`src/rtl/fifo_reader.sv`:
```
`default_nettype none
// ============================================================================
//  Module   : fifo_reader
//  Purpose  : Reads a requested number of words from a show-ahead FIFO and
//             streams them out through a single valid/ready output register.
//  Revision : 1.0 - initial release
// ============================================================================
module fifo_reader #(
    parameter int WIDTH = 22,
    parameter int LEN_W = 8
) (
    input  logic             clk,
    input  logic             rst,
    input  logic             i_start,
    input  logic [LEN_W-1:0] i_len,
    input  logic             i_abort,
    output logic             o_busy,
    output logic             o_done,
    input  logic             i_fifo_empty,
    input  logic [WIDTH-1:0] i_fifo_data,
    output logic             o_fifo_rd_en,
    output logic             o_valid,
    output logic [WIDTH-1:0] o_data,
    output logic             o_last,
    input  logic             i_ready
);

    localparam logic [LEN_W-1:0] C_ZERO = '0;
    localparam logic [LEN_W-1:0] C_ONE  = LEN_W'(1);

    typedef enum logic [1:0] {
        ST_IDLE = 2'd0,
        ST_RUN  = 2'd1,
        ST_WAIT = 2'd2
    } state_t;

    state_t           r_state;
    state_t           w_state_nxt;
    logic [LEN_W-1:0] r_remaining;
    logic [LEN_W-1:0] w_remaining_nxt;
    logic             r_valid;
    logic             r_last;
    logic             r_done;
    logic [WIDTH-1:0] r_data;

    logic             w_pop;
    logic             w_xfer;
    logic             w_kill;
    logic             w_zero_len;
    logic             w_finish;

    // A pop is allowed whenever the output register is empty or is being
    // drained in the same cycle, which gives back-to-back words.
    assign w_pop = !rst
                && (r_state == ST_RUN)
                && (r_remaining != C_ZERO)
                && !i_fifo_empty
                && !i_abort
                && (!r_valid || i_ready);

    assign w_xfer     = r_valid && i_ready;
    assign w_kill     = (r_state != ST_IDLE) && i_abort;
    assign w_zero_len = (r_state == ST_IDLE) && i_start && (i_len == C_ZERO);
    assign w_finish   = (r_state == ST_WAIT) && w_xfer && r_last && !i_abort;

    always_ff @(posedge clk) begin
        if (rst) begin
            r_state     <= ST_IDLE;
            r_remaining <= C_ZERO;
        end else begin
            r_state     <= w_state_nxt;
            r_remaining <= w_remaining_nxt;
        end
    end

    always_comb begin
        w_state_nxt     = r_state;
        w_remaining_nxt = r_remaining;
        case (r_state)
            ST_IDLE: begin
                if (i_start && (i_len != C_ZERO)) begin
                    w_state_nxt     = ST_RUN;
                    w_remaining_nxt = i_len;
                end
            end
            ST_RUN: begin
                if (i_abort) begin
                    w_state_nxt     = ST_IDLE;
                    w_remaining_nxt = C_ZERO;
                end else if (w_pop) begin
                    w_remaining_nxt = r_remaining - C_ONE;
                    if (r_remaining == C_ONE) begin
                        w_state_nxt = ST_WAIT;
                    end
                end
            end
            ST_WAIT: begin
                if (i_abort) begin
                    w_state_nxt     = ST_IDLE;
                    w_remaining_nxt = C_ZERO;
                end else if (w_xfer && r_last) begin
                    w_state_nxt = ST_IDLE;
                end
            end
            default: begin
                w_state_nxt     = ST_IDLE;
                w_remaining_nxt = C_ZERO;
            end
        endcase
    end

    always_ff @(posedge clk) begin
        if (rst) begin
            r_valid <= 1'b0;
            r_last  <= 1'b0;
            r_done  <= 1'b0;
            r_data  <= '0;
        end else begin
            r_done <= w_zero_len || w_finish;
            if (w_kill) begin
                r_valid <= 1'b0;
                r_last  <= 1'b0;
            end else if (w_pop) begin
                r_data  <= i_fifo_data;
                r_valid <= 1'b1;
                r_last  <= (r_remaining == C_ONE);
            end else if (w_xfer) begin
                r_valid <= 1'b0;
                r_last  <= 1'b0;
            end
        end
    end

    assign o_busy       = (r_state != ST_IDLE);
    assign o_done       = r_done;
    assign o_fifo_rd_en = w_pop;
    assign o_valid      = r_valid;
    assign o_data       = r_data;
    assign o_last       = r_last;

endmodule
`default_nettype wire

```
`config.mk`:
```
export PLATFORM = sky130hd
export DESIGN_NAME = fifo_reader
export DESIGN_NICKNAME = d
export VERILOG_FILES = /design/src/rtl/fifo_reader.sv
export SDC_FILE = /design/constraint.sdc
export NUM_CORES = 1
export LEC_CHECK = 0
export ABC_AREA = 1
export CORE_MARGIN = 2
export CORE_UTILIZATION = 43
export CTS_CLUSTER_DIAMETER = 150
export DETAILED_ROUTE_END_ITERATION = 8
export HOLD_SLACK_MARGIN = 0.12
export MAX_ROUTING_LAYER = met4
export PLACE_DENSITY = 0.78
export SLEW_MARGIN = 20
export SYNTH_ARGS = -nofsm -noshare
export SYNTH_HDL_FRONTEND = slang
export SYNTH_SLANG_ARGS = --single-unit
```
`constraint.sdc`:
```
create_clock -name clk -period 1.95 [get_ports clk]
set_clock_uncertainty 0.1 [all_clocks]
set_input_delay 0.2925 -clock clk [delete_from_list [all_inputs] [get_ports clk]]
set_output_delay 0.2925 -clock clk [all_outputs]
set_load 0.02 [all_outputs]
```
# After elaboration in Yosys (flattened, before gate mapping)
# Index checks and enable logic that the tools add are counted.
# classes
n_lt_le_gt_ge	0
n_mux	15
n_eq_ne	8
addsub	1
n_reduce_logical	30
n_div	0
mul	0
bitwise_logic	1
n_shift	0
# ops
cell	n
2-to-1 mux 8 bit	4
one-hot mux 8 bit (3 select lines)	1
nonzero test 8 bit	2
logical AND 1 bit	14
2-to-1 mux 2 bit	6
== test 8 x 1 -> 1 bit (second input constant)	1
zero test 8 bit	1
subtractor 8 x 1 -> 8 bit (second input constant)	1
inequality test 3 x 2 -> 1 bit (second input constant)	2
one-hot mux 2 bit (3 select lines)	1
zero test 1 bit	4
AND reduction 4 bit	1
nonzero test 2 bit	2
2-to-1 mux 1 bit	3
inequality test 3 bit (second input constant)	1
AND reduction 3 bit	1
== test 2 x 1 -> 1 bit (second input constant)	1
== test 2 bit (second input constant)	1
zero test 2 bit	1
logical OR 1 bit	2
inequality test 2 x 1 -> 1 bit (second input constant)	1
inequality test 2 bit (second input constant)	1
AND reduction 2 bit	1
OR reduction 2 bit	1
inverter 1 bit	1
# totals
output_inout_bits	27
latch_bits	0
rom_bits	0
mem_bits_rw	0
inputBits	36
reg_bits	35
n_memories	0
wordCells	61

# Longest topological paths before layout
# Gate-level depths: netlist (run 1).
# logic_depth
ltp_word	9
mapped_depth	12
ltp_nobuf	12

# Worst setup path after synthesis (run 1)
# Ideal clock, no wire load.
# synth_path
kind	flip-flop to output port
start	reg r_remaining[0]
end	out o_fifo_rd_en
arrival_ns	1.173
setup_slack_ns	0.385
path_buffers	1
required_time_ns	1.558
path_stages_with_launch	9
cell_sequence	dfxtp_1 -> inv_1 -> ha_1 -> inv_2 -> nor2_1 -> nand2_1 -> nand3_4 -> inv_2 -> buf_6
# synth_via
elab_chain_cells	5
# synth_lines
item	line	rtl
from (decl)	39	logic [LEN_W-1:0] r_remaining;
from (signal assigned)	72	r_remaining <= w_remaining_nxt;
nonzero test 8 bit	56	&& (r_remaining != C_ZERO)
logical AND 1 bit	56	
logical AND 1 bit	57	&& !i_fifo_empty
logical AND 1 bit	58	&& !i_abort
logical AND 1 bit	59	&& (!r_valid || i_ready);
to (decl)	21	output logic o_fifo_rd_en,
# Every way passes these cells.

# Worst setup path in the final report (run 1)
# layout_path
start	in rst
end	out o_fifo_rd_en
# layout_via
elab_chain_cells	6
# layout_lines
item	line	rtl
from (decl)	13	input logic rst,
zero test 1 bit	54	assign w_pop = !rst
logical AND 1 bit	55	&& (r_state == ST_RUN)
logical AND 1 bit	56	
logical AND 1 bit	57	
logical AND 1 bit	58	
logical AND 1 bit	59	
# Every way passes these cells.

==> flow_summary_export.csv, run 1 <==
group,metric,value,unit
timing,max_slew.worst_pin.slew,0.5749,ns
logic_synthesis,synth.top_cells.by_area,"dfxtp_1 (42%), nand2_1 (19%), a21oi_1 (11%)",
placement,io_buffers,62,
clock_network,cts_sinks,35,
status,outcome,"finished, final reports clean",
logic_synthesis,synth_top_cell_by_area,"dfxtp_1",
clock_network,cts_buffer_depth,2,
final_layout,layout_common_cells,"nand2_1 (85), clkdlybuf4s50_1 (61), a21oi_1 (37), dfxtp_1 (35), inv_1 (16)",
clock_network,cts_tree,"done",
clock_network,cts_hold_buffers,0,
worst_setup_path,r2r_slack,0.20,ns
global_routing,track_usage,0.1986,
timing,finalHoldViolCount,0,
detailed_routing,drt-wirelength-per-cell,11.33,um
logic_synthesis,synth_nets,279,
logic_synthesis,ys_ff_latch,35,
timing,setup_viol,0,
global_routing,grt_pass1_wl,6596,um
logic_synthesis,synth_top_family_by_area,"simple AND/OR/NAND/NOR gates",
global_routing,grt_max_degree,34,
detailed_routing,detail-route-antenna-nets,0,
logic_synthesis,synth-compound-area-share,0.1491,
worst_setup_path,startpoint_type,"primary input",
logic_synthesis,synthCells,240,
detailed_routing,first_pass_iters,4,
timing,setup_slack,0.1053,ns
die,die_h,66.16,um
worst_setup_path,r2r-start,"r_remaining[1]$_SDFFE_PP0P_",
final_layout,instances_no_fill,362,
final_layout,area_growth,48.57,%
logic_synthesis,ys_types,24,
die,initial_core_util,0.4505,
timing,rsz0062_at_grt,"false",
die,placeableCoreArea,0.003689,mm2
logic_synthesis,yosys_warnings,0,
power_and_ir_drop,leakagePower,0.9760,nW
detailed_routing,viasPerCell,4.859,
clock_network,clkTransAtPathRegs,0.07,ns
die,dieArea,0.004377,mm2
timing,post-route-period-util,0.9460,
worst_setup_path,arrival,1.45,ns
worst_setup_path,cp-startpoint,"rst",
logic_synthesis,synthAdderAreaFrac,0.02259,
logic_synthesis,syn_area_per_cell,6.923,um2
global_routing,grt_util_met2,0.3013,
global_routing,grt_pass1_vias,1566,
worst_setup_path,critPathCaptureType,"output port",
final_layout,antenna_cells,0,
worst_setup_path,cp_cell_sequence,"clkdlybuf4s50_1, or2_1, nor2_4, nand3_4, inv_2, buf_2",
final_layout,utilization,0.6693,
logic_synthesis,synth_area,0.001662,mm2
power_and_ir_drop,finalPower,1.616,mW
final_layout,nets,352,
clock_network,clockRootBuffer,"clkbuf_8",
timing,max_freq,0.5421,GHz
power_and_ir_drop,ir_drop,0.0005637,V
clock_network,clock_latency,0.28,ns
logic_synthesis,synth_mux_area_frac,0,
worst_setup_path,critPathCapture,"o_fifo_rd_en",
timing,min_period,1.845,ns
detailed_routing,routed_wl,4103,um
timing,slew_headroom,0.6168,
placement,routabilityCongestion,0.9238,
logic_synthesis,synth_top_area_share,0.4217,
timing,slew_violations,0,
placement,dpl.hpwl,2909,um
logic_synthesis,yosys.area_share.simple,0.3185,
power_and_ir_drop,pwr_density_cell,654.5,mW/mm2
global_routing,grt_busiest_layer,"met2",
clock_network,numCtsBuffers,5,
worst_setup_path,timing.rr.end,"r_remaining[3]$_SDFFE_PP0P_",
global_routing,antenna_found_initial,0,
clock_network,htreeDepth,2,
logic_synthesis,synth-seq-area-share,0.4217,
global_routing,overflow,0,
worst_setup_path,criticalPathCategory,"in2out",
detailed_routing,vias,1759,
job,cap_violations,0,
worst_setup_path,slowest_stage,"clkdlybuf4s50_1",
final_layout,layout_commonest_cell,"nand2_1",
timing,holdWs,0.3648,ns
global_routing,use_met1,0.2547,
worst_setup_path,cp_slowest_stage_delay,0.41,ns
detailed_routing,remaining_drc_errors,0,
worst_setup_path,critical_path_required,1.56,ns
final_layout,drive_above_1_share,0.09554,
worst_setup_path,reg2reg_depth,11,
placement,dp_slack,-0.3355,ns
worst_setup_path,cp_max_fo,2,
global_routing,use_met3,0.05622,
die,core.rowCount,22,
worst_hold_path,min-delay-path-class,"reg2reg",
die,die_w,66.16,um
die,design.portCount,63,
detailed_routing,drtIter0Drc,83,
placement,place_inst,354,
logic_synthesis,post_synth_xor_area_fraction,0.005271,
layer usage:
metal / part of all wire / wire length (um)
met5: 0 / 0
met1: 0.47 / 1935
met4: 0.0088 / 36
met3: 0.072 / 297
met2: 0.45 / 1833
power by group:
part	internal, mW	leakage (nW)	total [mW]	switching [mW]
Combinational	0.171	0.651	0.358	0.188
Sequential	0.741	0.284	0.759	0.0185
Clock	0.249	0.0412	0.498	0.249
Total	1.16	0.976	1.62	0.455
final cells by class:
type	instances	area (um2)
inverters	21	78.83
multi-input cells	175	823.3
repair buffers	75	720.7
clock inverters	2	12.51
fillers	325	1220
well taps	48	60.06
clock buffers	6	72.57
flip-flops and latches	35	700.7
logic make-up after synthesis:
kind of cell,count (synthesis)
compound gates,48
xor+xnor,1
fa+ha+maj,3
buf+inv,30
flops,35
simple gates,123
what timing repair did:
item	CTS	global route
setup buffers	0	0
gates resized for setup	3	3
endpoints found under the hold margin	0	0
pin swaps	0	0
setup endpoints to repair	1	7
worst max-delay path: cells and delay by family:
| kind | cells | cell delay, ns |
|---|---|---|
| buf+inv | 3 | 0.66 |
| simple gates | 3 | 0.49 |
per-stage QoR:
| stage | cell area [um2] | TNS (ns) |
|---|---|---|
| global route | 2469 | 0 |
| CTS | 2467 | 0 |
| floorplan | 1662 | 0 |
| global placement | 2381 | -1.624 |
| finish | 2469 | 0 |
| detailed placement | 2381 | -1.946 |
Yosys cell counts, drive strengths merged:
cell / count
nand2: 86
a21oi: 37
dfxtp: 35
inv: 21
nand3: 17
nor2: 14
o21ai: 8
buf: 5
clkbuf: 4
ha: 3
nand4: 3
o31ai: 2
and3: 1
nor3: 1
o211ai: 1
or2: 1
xnor2: 1
registers in the layout (all words and copies together) (netlist names):
signal       count
o_done           1
r_remaining      8
r_state          2
o_valid          1
o_data          22
o_last           1
worst min-delay path by stage:
stage	startpoint	to	depth (start not counted)
6_report	o_data[13]$_SDFFE_PP0P_	o_data[13]$_SDFFE_PP0P_	2
5_1_grt	o_data[6]$_SDFFE_PP0P_	o_data[6]$_SDFFE_PP0P_	2
4_1_cts	o_data[13]$_SDFFE_PP0P_	o_data[13]$_SDFFE_PP0P_	2
3_5_place_dp	o_data[13]$_SDFFE_PP0P_	o_data[13]$_SDFFE_PP0P_	2
3_3_place_gp	o_data[14]$_SDFFE_PP0P_	o_data[14]$_SDFFE_PP0P_	2
2_1_floorplan	i_fifo_data[1]	o_data[1]$_SDFFE_PP0P_	2
Power figures use the tool's default switching activity.
==> inputs of run 2 (changes only) <==
--- a/config.mk
+++ b/config.mk
@@ -17,3 +17,4 @@
 export SYNTH_ARGS = -nofsm -noshare
 export SYNTH_HDL_FRONTEND = slang
 export SYNTH_SLANG_ARGS = --single-unit
+export TNS_END_PERCENT = 20
==> results of run 2 <==
The final DEF is identical to that of run 1; final timing and power are the same.
